**src/rtl/dig_in_pkg.sv**
```systemverilog
// Shared definitions for the digital input port: register offsets, base address
// and the bus handshake state type.
package dig_in_pkg;

  localparam logic [31:0] DIP_BASE_ADDR = 32'h0200_0800;

  localparam logic [3:0] DIP_OFS_DATA = 4'h0;
  localparam logic [3:0] DIP_OFS_RISE = 4'h4;
  localparam logic [3:0] DIP_OFS_FALL = 4'h8;
  localparam logic [3:0] DIP_OFS_STAT = 4'hC;

  typedef enum logic [1:0] {
    DIP_IDLE,
    DIP_ACK,
    DIP_HOLD
  } dip_bus_st_t;

endpackage

```
**src/rtl/dip_chan_filt.sv**
```systemverilog
// One input channel: synchronizer chain, debounce counter, filtered level and
// single-cycle rise/fall indications aligned with the edge where filt changes.
module dip_chan_filt #(
  parameter int unsigned SYNC_STAGES = 2,
  parameter int unsigned DEB_LEN     = 4
) (
  input  logic clk,
  input  logic rst_n,
  input  logic pin,
  output logic filt,
  output logic rise,
  output logic fall
);

  logic [SYNC_STAGES-1:0] sync_sr;
  logic                   sync;
  logic                   upd;

  always_ff @(posedge clk or negedge rst_n) begin
    if (!rst_n) sync_sr <= '0;
    else        sync_sr <= {sync_sr[SYNC_STAGES-2:0], pin};
  end

  assign sync = sync_sr[SYNC_STAGES-1];

  generate
    if (DEB_LEN == 0) begin : g_nodeb
      assign upd = sync ^ filt;
    end else begin : g_deb
      localparam int unsigned CW = $clog2(DEB_LEN + 1);
      logic [CW-1:0] cnt;

      // upd fires on the DEB_LEN-th consecutive edge that sees sync != filt
      assign upd = (sync != filt) && (cnt == CW'(DEB_LEN - 1));

      always_ff @(posedge clk or negedge rst_n) begin
        if (!rst_n)                   cnt <= '0;
        else if ((sync == filt) || upd) cnt <= '0;
        else                          cnt <= cnt + 1'b1;
      end
    end
  endgenerate

  always_ff @(posedge clk or negedge rst_n) begin
    if (!rst_n)   filt <= 1'b0;
    else if (upd) filt <= sync;
  end

  assign rise = upd & sync;
  assign fall = upd & ~sync;

endmodule

```
**src/rtl/dig_in_port_irq.sv**
```systemverilog
// Bus-mapped filtered input port with per-channel rise/fall edge capture and a
// level interrupt; one transaction per strobe assertion.
module dig_in_port_irq
  import dig_in_pkg::*;
#(
  parameter int unsigned WIDTH       = 8,
  parameter int unsigned SYNC_STAGES = 2,
  parameter int unsigned DEB_LEN     = 4
) (
  input  logic             iCLK,
  input  logic             iRSTn,
  input  logic [WIDTH-1:0] iDIn,
  input  logic [31:0]      iADR,
  input  logic [31:0]      iDAT,
  input  logic             iWE,
  input  logic             iSTB,
  output logic [31:0]      oDAT,
  output logic             oACK,
  output logic             oIRQ
);

  logic [WIDTH-1:0] filt, rise, fall;
  logic [WIDTH-1:0] rise_en, fall_en, status, w1c;
  logic [3:0]       ofs;
  logic             wr_fire;
  logic [31:0]      rd_data;
  dip_bus_st_t      st;

  assign ofs     = {iADR[3:2], 2'b00};
  assign wr_fire = (st == DIP_IDLE) && iSTB && iWE;
  assign w1c     = (wr_fire && (ofs == DIP_OFS_STAT)) ? iDAT[WIDTH-1:0] : '0;

  for (genvar i = 0; i < WIDTH; i++) begin : g_ch
    dip_chan_filt #(
      .SYNC_STAGES(SYNC_STAGES),
      .DEB_LEN    (DEB_LEN)
    ) u_filt (
      .clk  (iCLK),
      .rst_n(iRSTn),
      .pin  (iDIn[i]),
      .filt (filt[i]),
      .rise (rise[i]),
      .fall (fall[i])
    );
  end

  // capture is ORed in after the clear so a same-cycle set beats W1C
  always_ff @(posedge iCLK or negedge iRSTn) begin
    if (!iRSTn) begin
      rise_en <= '0;
      fall_en <= '0;
      status  <= '0;
    end else begin
      if (wr_fire && (ofs == DIP_OFS_RISE)) rise_en <= iDAT[WIDTH-1:0];
      if (wr_fire && (ofs == DIP_OFS_FALL)) fall_en <= iDAT[WIDTH-1:0];
      status <= (status & ~w1c) | (rise & rise_en) | (fall & fall_en);
    end
  end

  always_comb begin
    rd_data = '0;
    case (ofs)
      DIP_OFS_DATA: rd_data = 32'(filt);
      DIP_OFS_RISE: rd_data = 32'(rise_en);
      DIP_OFS_FALL: rd_data = 32'(fall_en);
      DIP_OFS_STAT: rd_data = 32'(status);
      default:      rd_data = '0;
    endcase
  end

  always_ff @(posedge iCLK or negedge iRSTn) begin
    if (!iRSTn) begin
      st   <= DIP_IDLE;
      oACK <= 1'b0;
      oDAT <= '0;
    end else begin
      case (st)
        DIP_IDLE: begin
          if (iSTB) begin
            st   <= DIP_ACK;
            oACK <= 1'b1;
            oDAT <= rd_data;
          end
        end
        DIP_ACK: begin
          oACK <= 1'b0;
          oDAT <= '0;
          st   <= iSTB ? DIP_HOLD : DIP_IDLE;
        end
        DIP_HOLD: begin
          if (!iSTB) st <= DIP_IDLE;
        end
        default: begin
          st   <= DIP_IDLE;
          oACK <= 1'b0;
          oDAT <= '0;
        end
      endcase
    end
  end

  assign oIRQ = |status;

  logic unused_adr;
  assign unused_adr = &{1'b0, iADR[31:4], iADR[1:0]};

  if (WIDTH < 32) begin : g_unused_dat
    logic unused_dat;
    assign unused_dat = &{1'b0, iDAT[31:WIDTH]};
  end

endmodule

```
**config.mk**
```make
export PLATFORM = sky130hd
export DESIGN_NAME = dig_in_port_irq
export DESIGN_NICKNAME = d
export VERILOG_FILES = /design/src/rtl/dig_in_pkg.sv /design/src/rtl/dip_chan_filt.sv /design/src/rtl/dig_in_port_irq.sv
export SDC_FILE = /design/constraint.sdc
export NUM_CORES = 1
export LEC_CHECK = 0
export BUFFER_PORTS_ARGS = -buffer_cell sky130_fd_sc_hd__buf_2
export CORE_ASPECT_RATIO = 1.1
export CORE_MARGIN = 1
export CORE_UTILIZATION = 42
export CTS_CLUSTER_DIAMETER = 150
export CTS_CLUSTER_SIZE = 28
export DETAILED_ROUTE_END_ITERATION = 7
export HOLD_SLACK_MARGIN = 0.05
export PLACE_DENSITY_LB_ADDON = 0.2
export REMOVE_ABC_BUFFERS = 1
export SYNTH_ARGS = -nofsm -noshare
export SYNTH_HDL_FRONTEND = slang
export SYNTH_HIERARCHICAL = 1
export SYNTH_SLANG_ARGS = --single-unit
```
**constraint.sdc**
```tcl
create_clock -name iCLK -period 2.7 [get_ports iCLK]
set_input_delay 0 -clock iCLK [delete_from_list [all_inputs] [get_ports iCLK]]
set_output_delay 0 -clock iCLK [all_outputs]
set_load 0.005 [all_outputs]
```
# --- Word-level counts from Yosys, hierarchy flattened ---
# Cells that the tools add are included.
classes:
  n_addsub: 8
  n_eq_ne: 31
  muxes: 18
  bitwise_logic: 31
  n_reduce_logical: 26
ops:
  columns: ["operator", "count"]
  rows:
  - ["$pmux W32 S2", 1]
  - ["$mux W32", 1]
  - ["$pmux W8 S4", 1]
  - ["$add A3 B1 Y3 const B", 8]
  - ["$and A8 B8 Y8", 3]
  - ["$eq A3 B2 Y1 const B", 8]
  - ["$mux W3", 8]
  - ["$and A1 B1 Y1", 16]
  - ["$or A8 B8 Y8", 2]
  - ["$logic_and A1 B1 Y1", 13]
  - ["$not A1 Y1", 9]
  - ["$eq A1 B1 Y1", 8]
  - ["$logic_or A1 B1 Y1", 8]
  - ["$mux W8", 1]
  - ["$ne A1 B1 Y1", 8]
  - ["$not A8 Y8", 1]
  - ["$reduce_or A8 Y1", 1]
  - ["$eq A2 B2 Y1 const B", 3]
  - ["$mux W2", 3]
  - ["$pmux W2 S3", 1]
  - ["$eq A2 B1 Y1 const B", 2]
  - ["$logic_not A4 Y1", 1]
  - ["$ne A2 B2 Y1 const B", 2]
  - ["$reduce_and A2 Y1", 2]
  - ["3 further kinds", 3]
word_totals:
  reg_bits: 107
  output_inout_bits: 34
  word_cells: 144

# --- Logic depth before layout (Yosys ltp) ---
# Gate-level depths: netlist (run 1).
logic_depth:
  depth_word: 9
  depth_mapped: 7
  mapped_depth_nobuf: 7

# --- Hierarchy ---
# The synthesis (run 1) kept the hierarchy.
by_module_without_submodules:
  columns: ["module", "instances", "cells_per_inst", "area_each_um2"]
  rows:
  - ["dig_in_port_irq", 1, 142, 1863.0]
  - ["dip_chan_filt (g_ch[1].u_filt ...)", 7, 19, 246.5]
  - ["dip_chan_filt (g_ch[0].u_filt)", 1, 18, 234.0]

# --- Least setup slack after synthesis (run 1) ---
# OpenSTA, ideal clock, no wires.
synth_path:
  kind: "reg2reg"
  from: "reg g_ch[0].u_filt.g_deb.cnt[0]"
  to: "reg status[0]"
  setup_ns: 0.129
  arrival_ns: 1.263
  required_ns: 2.571
  slack_ns: 1.308
  stages_incl_launch_ff: 8
  n_path_buf: 0
  synth_period_minus_slack_ns: 1.392
  cell_sequence: "dfrtp_1 ha_1 ha_1 nand2_1 nor2_1 a22oi_1 nor2b_1 a31oi_1"
synth_via:
  elab_chain_cells: 6
synth_lines:
  columns: ["item", "line_no", "text"]
  rows:
  - ["start: declaration", "dip_chan_filt.sv:31", "logic [CW-1:0] cnt;"]
  - ["start signal: assignment", "dip_chan_filt.sv:39", "else cnt <= cnt + 1'b1;"]
  - ["$eq A3 B2 Y1", "dip_chan_filt.sv:34", "assign upd = (sync != filt) && (cnt == CW'(DEB_LEN - 1));"]
  - ["$logic_and A1 B1 Y1", "dip_chan_filt.sv:34", null]
  - ["$and A1 B1 Y1", "dip_chan_filt.sv:49", "assign rise = upd & sync;"]
  - ["via rise[0]", "dig_in_port_irq.sv:22", "logic [WIDTH-1:0] filt, rise, fall;"]
  - ["$and A8 B8 Y8", "dig_in_port_irq.sv:56", "status <= (status & ~w1c) | (rise & rise_en) | (fall & fall_en);"]
  - ["$or A8 B8 Y8 (2 in a row)", "dig_in_port_irq.sv:56", null]
  - ["end signal: assignment", "dig_in_port_irq.sv:56", null]
  - ["end: declaration", "dig_in_port_irq.sv:23", "logic [WIDTH-1:0] rise_en, fall_en, status, w1c;"]
# The timed path passes the listed nets, and every way through them passes these cells.
# A chain may end at the register's enable or synchronous reset.

# --- Final worst setup path (run 1) ---
layout_path:
  from: "reg st[0]"
  to: "reg rise_en[6]"
layout_via:
  elab_chain_cells: 4
layout_lines:
  columns: ["item", "line_no", "text"]
  rows:
  - ["start: declaration", "dig_in_port_irq.sv:27", "dip_bus_st_t st;"]
  - ["start signal: assignment", "dig_in_port_irq.sv:88", "st <= iSTB ? DIP_HOLD : DIP_IDLE;"]
  - ["$logic_not A2 Y1", "dig_in_port_irq.sv:30", "assign wr_fire = (st == DIP_IDLE) && iSTB && iWE;"]
  - ["$logic_and A1 B1 Y1 (2 in a row)", "dig_in_port_irq.sv:30", null]
  - ["$logic_and A1 B1 Y1", "dig_in_port_irq.sv:54", "if (wr_fire && (ofs == DIP_OFS_RISE)) rise_en <= iDAT[WIDTH-1:0];"]
  - ["end signal: assignment", "dig_in_port_irq.sv:54", null]
  - ["end: declaration", "dig_in_port_irq.sv:23", null]
# Every way passes these cells.

==> results.cfg, run 1 <==
[route]
avgViaCountPerCell = 4.91
detail_route.drc_violations = 0
drtIter0Drc = 64
antenna_violating_nets_post_route = 0
drtPass1Iterations = 4
wire_per_inst_um = 13.2
total_routed_wirelength_um = 6140
routed-via-count = 2282

[final_layout]
final_util_pct = 49.4
instances_no_fill = 465
area_growth_syn_to_layout_pct = 14.0
layout-drive-gt1-share_pct = 21.1
antennaDiodeCount = 0
finalNetCount = 446

[synth]
avgSynthCellArea_sq_um = 13.0
synth_warnings = 6
mappedNetlistArea_sq_um = 3820
top_ff_cell_synth = dfrtp_1
post_synthesis_async_set_or_reset_flop_share_pct = 100
synthesis.instances = 293
synth.area.top_cells = dfrtp_1 (54%), ha_1 (7.5%), buf_4 (4.9%), mux4_1 (4.8%), mux2_2 (4.7%)
top_area_cell_type_share_of_the_netlist_area_pct = 54.3
yosysSeqAreaShare_pct = 54.3
ys_top_cells_by_count = dfrtp_1 (83), buf_4 (25), ha_1 (23), inv_1 (17), nor2_1 (17)
cell_with_the_most_instances_after_synthesis = dfrtp_1
count_of_different_cell_masters_after_synthesis = 30
ys_ff_latch = 83
synth_enable_flop_cells = 0
synth_area_leader_cell = dfrtp_1

[clock_network]
clk_latency_ns = 0.34
root_buffer = clkbuf_8
cts.sink_count = 83
clk_pin_slew_ns = 0.08
cts_post_setup_buffers_inserted = 0
number_of_clock_buffers_inserted_by_tritoncts = 9
tritoncts = yes
postCtsResizedCells = 0
h-tree-depth = 3
maximum_root_to_sink_buffer_count = 2
hold_buffer_count_at_cts = 18

[worst_setup_path]
critPathRequiredTime_ns = 2.92
critical_path.max_fanout = 12
critical_path.startpoint_type = flip-flop
endpoint_kind = flip-flop
timing.reg2reg.worst_path_depth = 3
cp_data_arrival_time_ns = 1.85
critPathKind = flip-flop to flip-flop

[power]
fin_total_pwr_w = 0.00369
power_density_nw_per_um2 = 847
ir_drop_v = 0.000236
total_leakage_power_nw = 2.05

[sta]
final.min_clock_period_ns = 1.63
totalNegativeSetupSlack_ns = 0
slew_headroom_pct = 30.3
period_share_pct = 60.3
rsz0062_at_grt = no
fmax_ghz = 0.615
max_slew.worst_pin.slew_ns = 1.05
timing_hold_violations_final = 0
finalSetupViolCount = 0
fin_skew_ns = 0.00465
slew_viol_final = 0

[placement]
detailed_place_hpwl_um = 4070
numPlacedInstances = 432
weighted_congestion_reported_at_the_end_of_routability_driven_placement = 0.674
port_buffers = 31

[global_route]
antenna_found_initial = 0
vias_in_the_first_global_route = 2230
grt_pass1_wl_um = 10500
track_usage_pct = 14.6
gr-total-overflow = 0
pin_count_of_the_biggest_net_entering_global_routing = 84

[floorplan]
area_inside_the_core_boundary_sq_um = 8830
die_width_um = 93.0
rows = 36
start_util_pct = 43.3
dieArea_sq_um = 9490
top_ports = 110
die_h_um = 102

[hold_path]
hold_path_class = input port to flip-flop
hold_path_cell_cnt = 3

[status]
status = finished, final reports clean

[flow_run]
maxCapViolCount = 0
[cell families after synthesis]
family,Yosys count,synth area share [%]
flops,83,54.3
simple gates,74,12.5
buf+inv,46,7.23
mux,32,12.2
compound gates,25,4.06
fa+ha+maj,23,7.53
xor+xnor,9,2.06
other cells,1,0.0981
[layer usage]
metal,GRT usage [%],wire (um)
met5,0,0
met2,22.5,2820
met1,19.6,3030
met4,6.75,111
met3,3.42,180
[layout make-up]
| type | instances | area, sq um |
|---|---|---|
| repair buffers | 49 | 338 |
| clock buffers | 10 | 128 |
| inverters | 17 | 63.8 |
| clock inverters | 5 | 55.1 |
| multi-input cells | 187 | 1560 |
| fillers | 813 | 4470 |
| well taps | 114 | 143 |
| flip-flops and latches | 83 | 2080 |
[metrics by stage]
step	area (sq um)	worst slack [ns]	hold WS, ns
floorplan	3700	1.30	-0.296
global placement	4000	1.08	0.108
detailed placement	4000	1.08	0.110
CTS	4360	1.08	0.256
global route	4360	1.01	0.274
finish	4360	1.07	0.283
[cells in the final DEF (no fill, tap or decap), types with 9 or more instances in the layout]
cell	count
inv_1	17
dfrtp_1	83
nor2_1	17
nor3_1	16
clkbuf_8	9
dlygate4sd3_1	18
ha_1	23
nand2_1	9
buf_2	30
mux2_2	16
conb_1	24
[where the power goes]
part           leakage [nW]  internal, W  switching [W]
Clock                0.0881     0.000419       0.000418
Sequential             1.03      0.00164       0.000278
Combinational         0.933     0.000518       0.000419
[state kept, by name, summed over array words and instances (netlist names)]
register	flops
fall_en	8
oDAT	8
status	8
oACK	1
g_ch.u_filt/filt	8
g_ch.u_filt/sync_sr	16
g_ch.u_filt/g_deb.cnt	24
rise_en	8
st	2
[worst paths after layout]
path | start | endpoint | slack, ns
max in group asynchronous | iRSTn | g_ch[5].u_filt/sync_sr[0]$_DFF_PN0_ | 1.64
min in group asynchronous | iRSTn | g_ch[0].u_filt/g_deb.cnt[0]$_DFF_PN0_ | 0.39
worst min register to register | g_ch[1].u_filt/sync_sr[0]$_DFF_PN0_ | g_ch[1].u_filt/sync_sr[1]$_DFF_PN0_ | 0.35
worst max register to register | st[0]$_DFFE_PN0P_ | rise_en[6]$_DFFE_PN0P_ | 1.07
worst min-delay path | iADR[3] | fall_en[1]$_DFFE_PN0P_ | 0.28
worst max-delay path | st[0]$_DFFE_PN0P_ | rise_en[6]$_DFFE_PN0P_ | 1.07
[worst max-delay path, cell delays in order, from the launching register on]
cell and delay [ns]:
dfrtp_1 0.55, and4bb_4 0.46, nand3b_4 0.18, mux2_2 0.32
No activity file was read; power rests on OpenSTA's default activity.
==> run 2: changes to the inputs <==
==> constraint.sdc (replaced) <==
create_clock -name iCLK -period 1.6 [get_ports iCLK]
set_input_delay 0 -clock iCLK [delete_from_list [all_inputs] [get_ports iCLK]]
set_output_delay 0 -clock iCLK [all_outputs]
set_load 0.005 [all_outputs]
==> results.cfg, run 2 (synthesis results as in run 1) <==
[status]
status = finished, final reports clean

[final_layout]
n_fill_cell = 795
reg.largest.list = g_ch.u_filt/g_deb.cnt (24), g_ch.u_filt/sync_sr (16)
antennaDiodeCount = 0
mostFrequentLayoutCell = dfrtp_1
layout-drive-gt1-share_pct = 24.2
final_util_pct = 50.6
largest_register_ffs = 24
top_register = g_ch.u_filt/g_deb.cnt
most-common-layout-cells = dfrtp_1 (83), buf_2 (30), conb_1 (24)
finalNetCount = 450
area_growth_syn_to_layout_pct = 16.8

[worst_setup_path]
timing.reg2reg.setup_slack_ns = 0.10
timing.reg2reg.worst_path_depth = 7
r2r-start = g_ch[1].u_filt/g_deb.cnt[0]$_DFF_PN0_
r2r-end = status[1]$_DFF_PN0_
critPathKind = flip-flop to flip-flop
endpoint_kind = flip-flop
critical_path.startpoint_type = flip-flop
critical_path.max_fanout = 3
critPathRequiredTime_ns = 1.82
cp_data_arrival_time_ns = 1.72

[global_route]
antenna_found_initial = 0
track_usage_pct = 15.5
grt_pass1_wl_um = 11000
vias_in_the_first_global_route = 2281
pin_count_of_the_biggest_net_entering_global_routing = 62
gr-total-overflow = 0

[route]
routed-via-count = 2303
wire_per_inst_um = 13.6
drtPass1Iterations = 4
drtIter0Drc = 87
antenna_violating_nets_post_route = 0
avgViaCountPerCell = 4.90
detail_route.drc_violations = 0
total_routed_wirelength_um = 6410

[floorplan]
top_ports = 110
dieArea_sq_um = 9490
rows = 36
area_inside_the_core_boundary_sq_um = 8830
die_width_um = 93.0
die_h_um = 102
start_util_pct = 43.3

[flow_run]
maxCapViolCount = 0

[placement]
port_buffers = 31
weighted_congestion_reported_at_the_end_of_routability_driven_placement = 0.672
detailed_place_hpwl_um = 4360

[clock_network]
clk_latency_ns = 0.34
maximum_root_to_sink_buffer_count = 2
root_buffer = clkbuf_8
tritoncts = yes
number_of_clock_buffers_inserted_by_tritoncts = 9
cts.sink_count = 83
clk_pin_slew_ns = 0.09
cts_post_setup_buffers_inserted = 0
h-tree-depth = 3

[sta]
final.min_clock_period_ns = 1.50
timing_hold_violations_final = 0
totalNegativeSetupSlack_ns = 0
period_share_pct = 93.5
fmax_ghz = 0.669
finalSetupViolCount = 0
slew_viol_final = 0
rsz0062_at_grt = no
fin_skew_ns = 0.00988

[power]
ir_drop_v = 0.000495
total_leakage_power_nw = 2.10
power_density_nw_per_um2 = 1460

[hold_path]
hold_path_class = input port to asynchronous set/reset pin
run 2: worst max-delay path by stage:
stage	from	endpoint	slack, ns	depth (start not counted)
2_1_floorplan	st[0]$_DFFE_PN0P_	fall_en[0]$_DFFE_PN0P_	0.20	3
3_3_place_gp	g_ch[0].u_filt/g_deb.cnt[0]$_DFF_PN0_	status[0]$_DFF_PN0_	0.1	7
3_5_place_dp	g_ch[0].u_filt/g_deb.cnt[0]$_DFF_PN0_	status[0]$_DFF_PN0_	0.07	7
4_1_cts	g_ch[0].u_filt/g_deb.cnt[0]$_DFF_PN0_	status[0]$_DFF_PN0_	0.05	7
5_1_grt	g_ch[0].u_filt/g_deb.cnt[0]$_DFF_PN0_	status[0]$_DFF_PN0_	0.002	7
6_report	g_ch[1].u_filt/g_deb.cnt[0]$_DFF_PN0_	status[1]$_DFF_PN0_	0.10	7
run 2: final cells by class:
cell class | instances | area [sq um] | area share [%]
multi-input cells | 187 | 1580 | 35.5
clock buffers | 10 | 128 | 2.86
repair buffers | 53 | 380 | 8.52
well taps | 114 | 143 | 3.20
clock inverters | 6 | 90.1 | 2.02
inverters | 17 | 63.8 | 1.43
flip-flops and latches | 83 | 2080 | 46.5
run 2: metrics by stage:
step	hold WS [ns]	cells	total power (W)	worst slack, ns	area, sq um
6_report	0.0807	470	0.00651	0.105	4460
5_1_grt	0.104	470	0.00700	0.00186	4460
4_1_cts	0.0746	470	0.00659	0.0533	4440
3_5_place_dp	-0.0771	436	0.00488	0.0741	4040
3_3_place_gp	-0.0802	436	0.00477	0.0969	4040
2_1_floorplan	-0.296	287	0.00434	0.203	3700
run 2: worst max-delay path, stage by stage, from the launching register on:
cell and delay [ns]:
dfrtp_1 0.39, ha_1 0.22, ha_1 0.21, nand2_1 0.08, nor2_1 0.05, a22oi_1 0.21
nor2b_1 0.16, a31oi_1 0.05
run 2: what timing repair did:
item,4_1_cts,5_1_grt
hold buffers,18,0
hold endpoints to repair,116,0
resized for setup,0,7
endpoints found under the setup margin,0,3
run 2: power by group:
group / switching (W) / total, W / internal (W)
combinational: 0.000737 / 0.00164 / 0.000900
clock: 0.000759 / 0.00164 / 0.000883
sequential: 0.000464 / 0.00323 / 0.00277
run 2: per-layer routing:
layer	vias to the layer above	track usage, %	share of wire, %
li1	1088	-	-
met1	1161	19.6	46
met2	50	25.5	49
met3	4	3.13	3.3
met4	0	7.46	0.86
met5	-	0	0
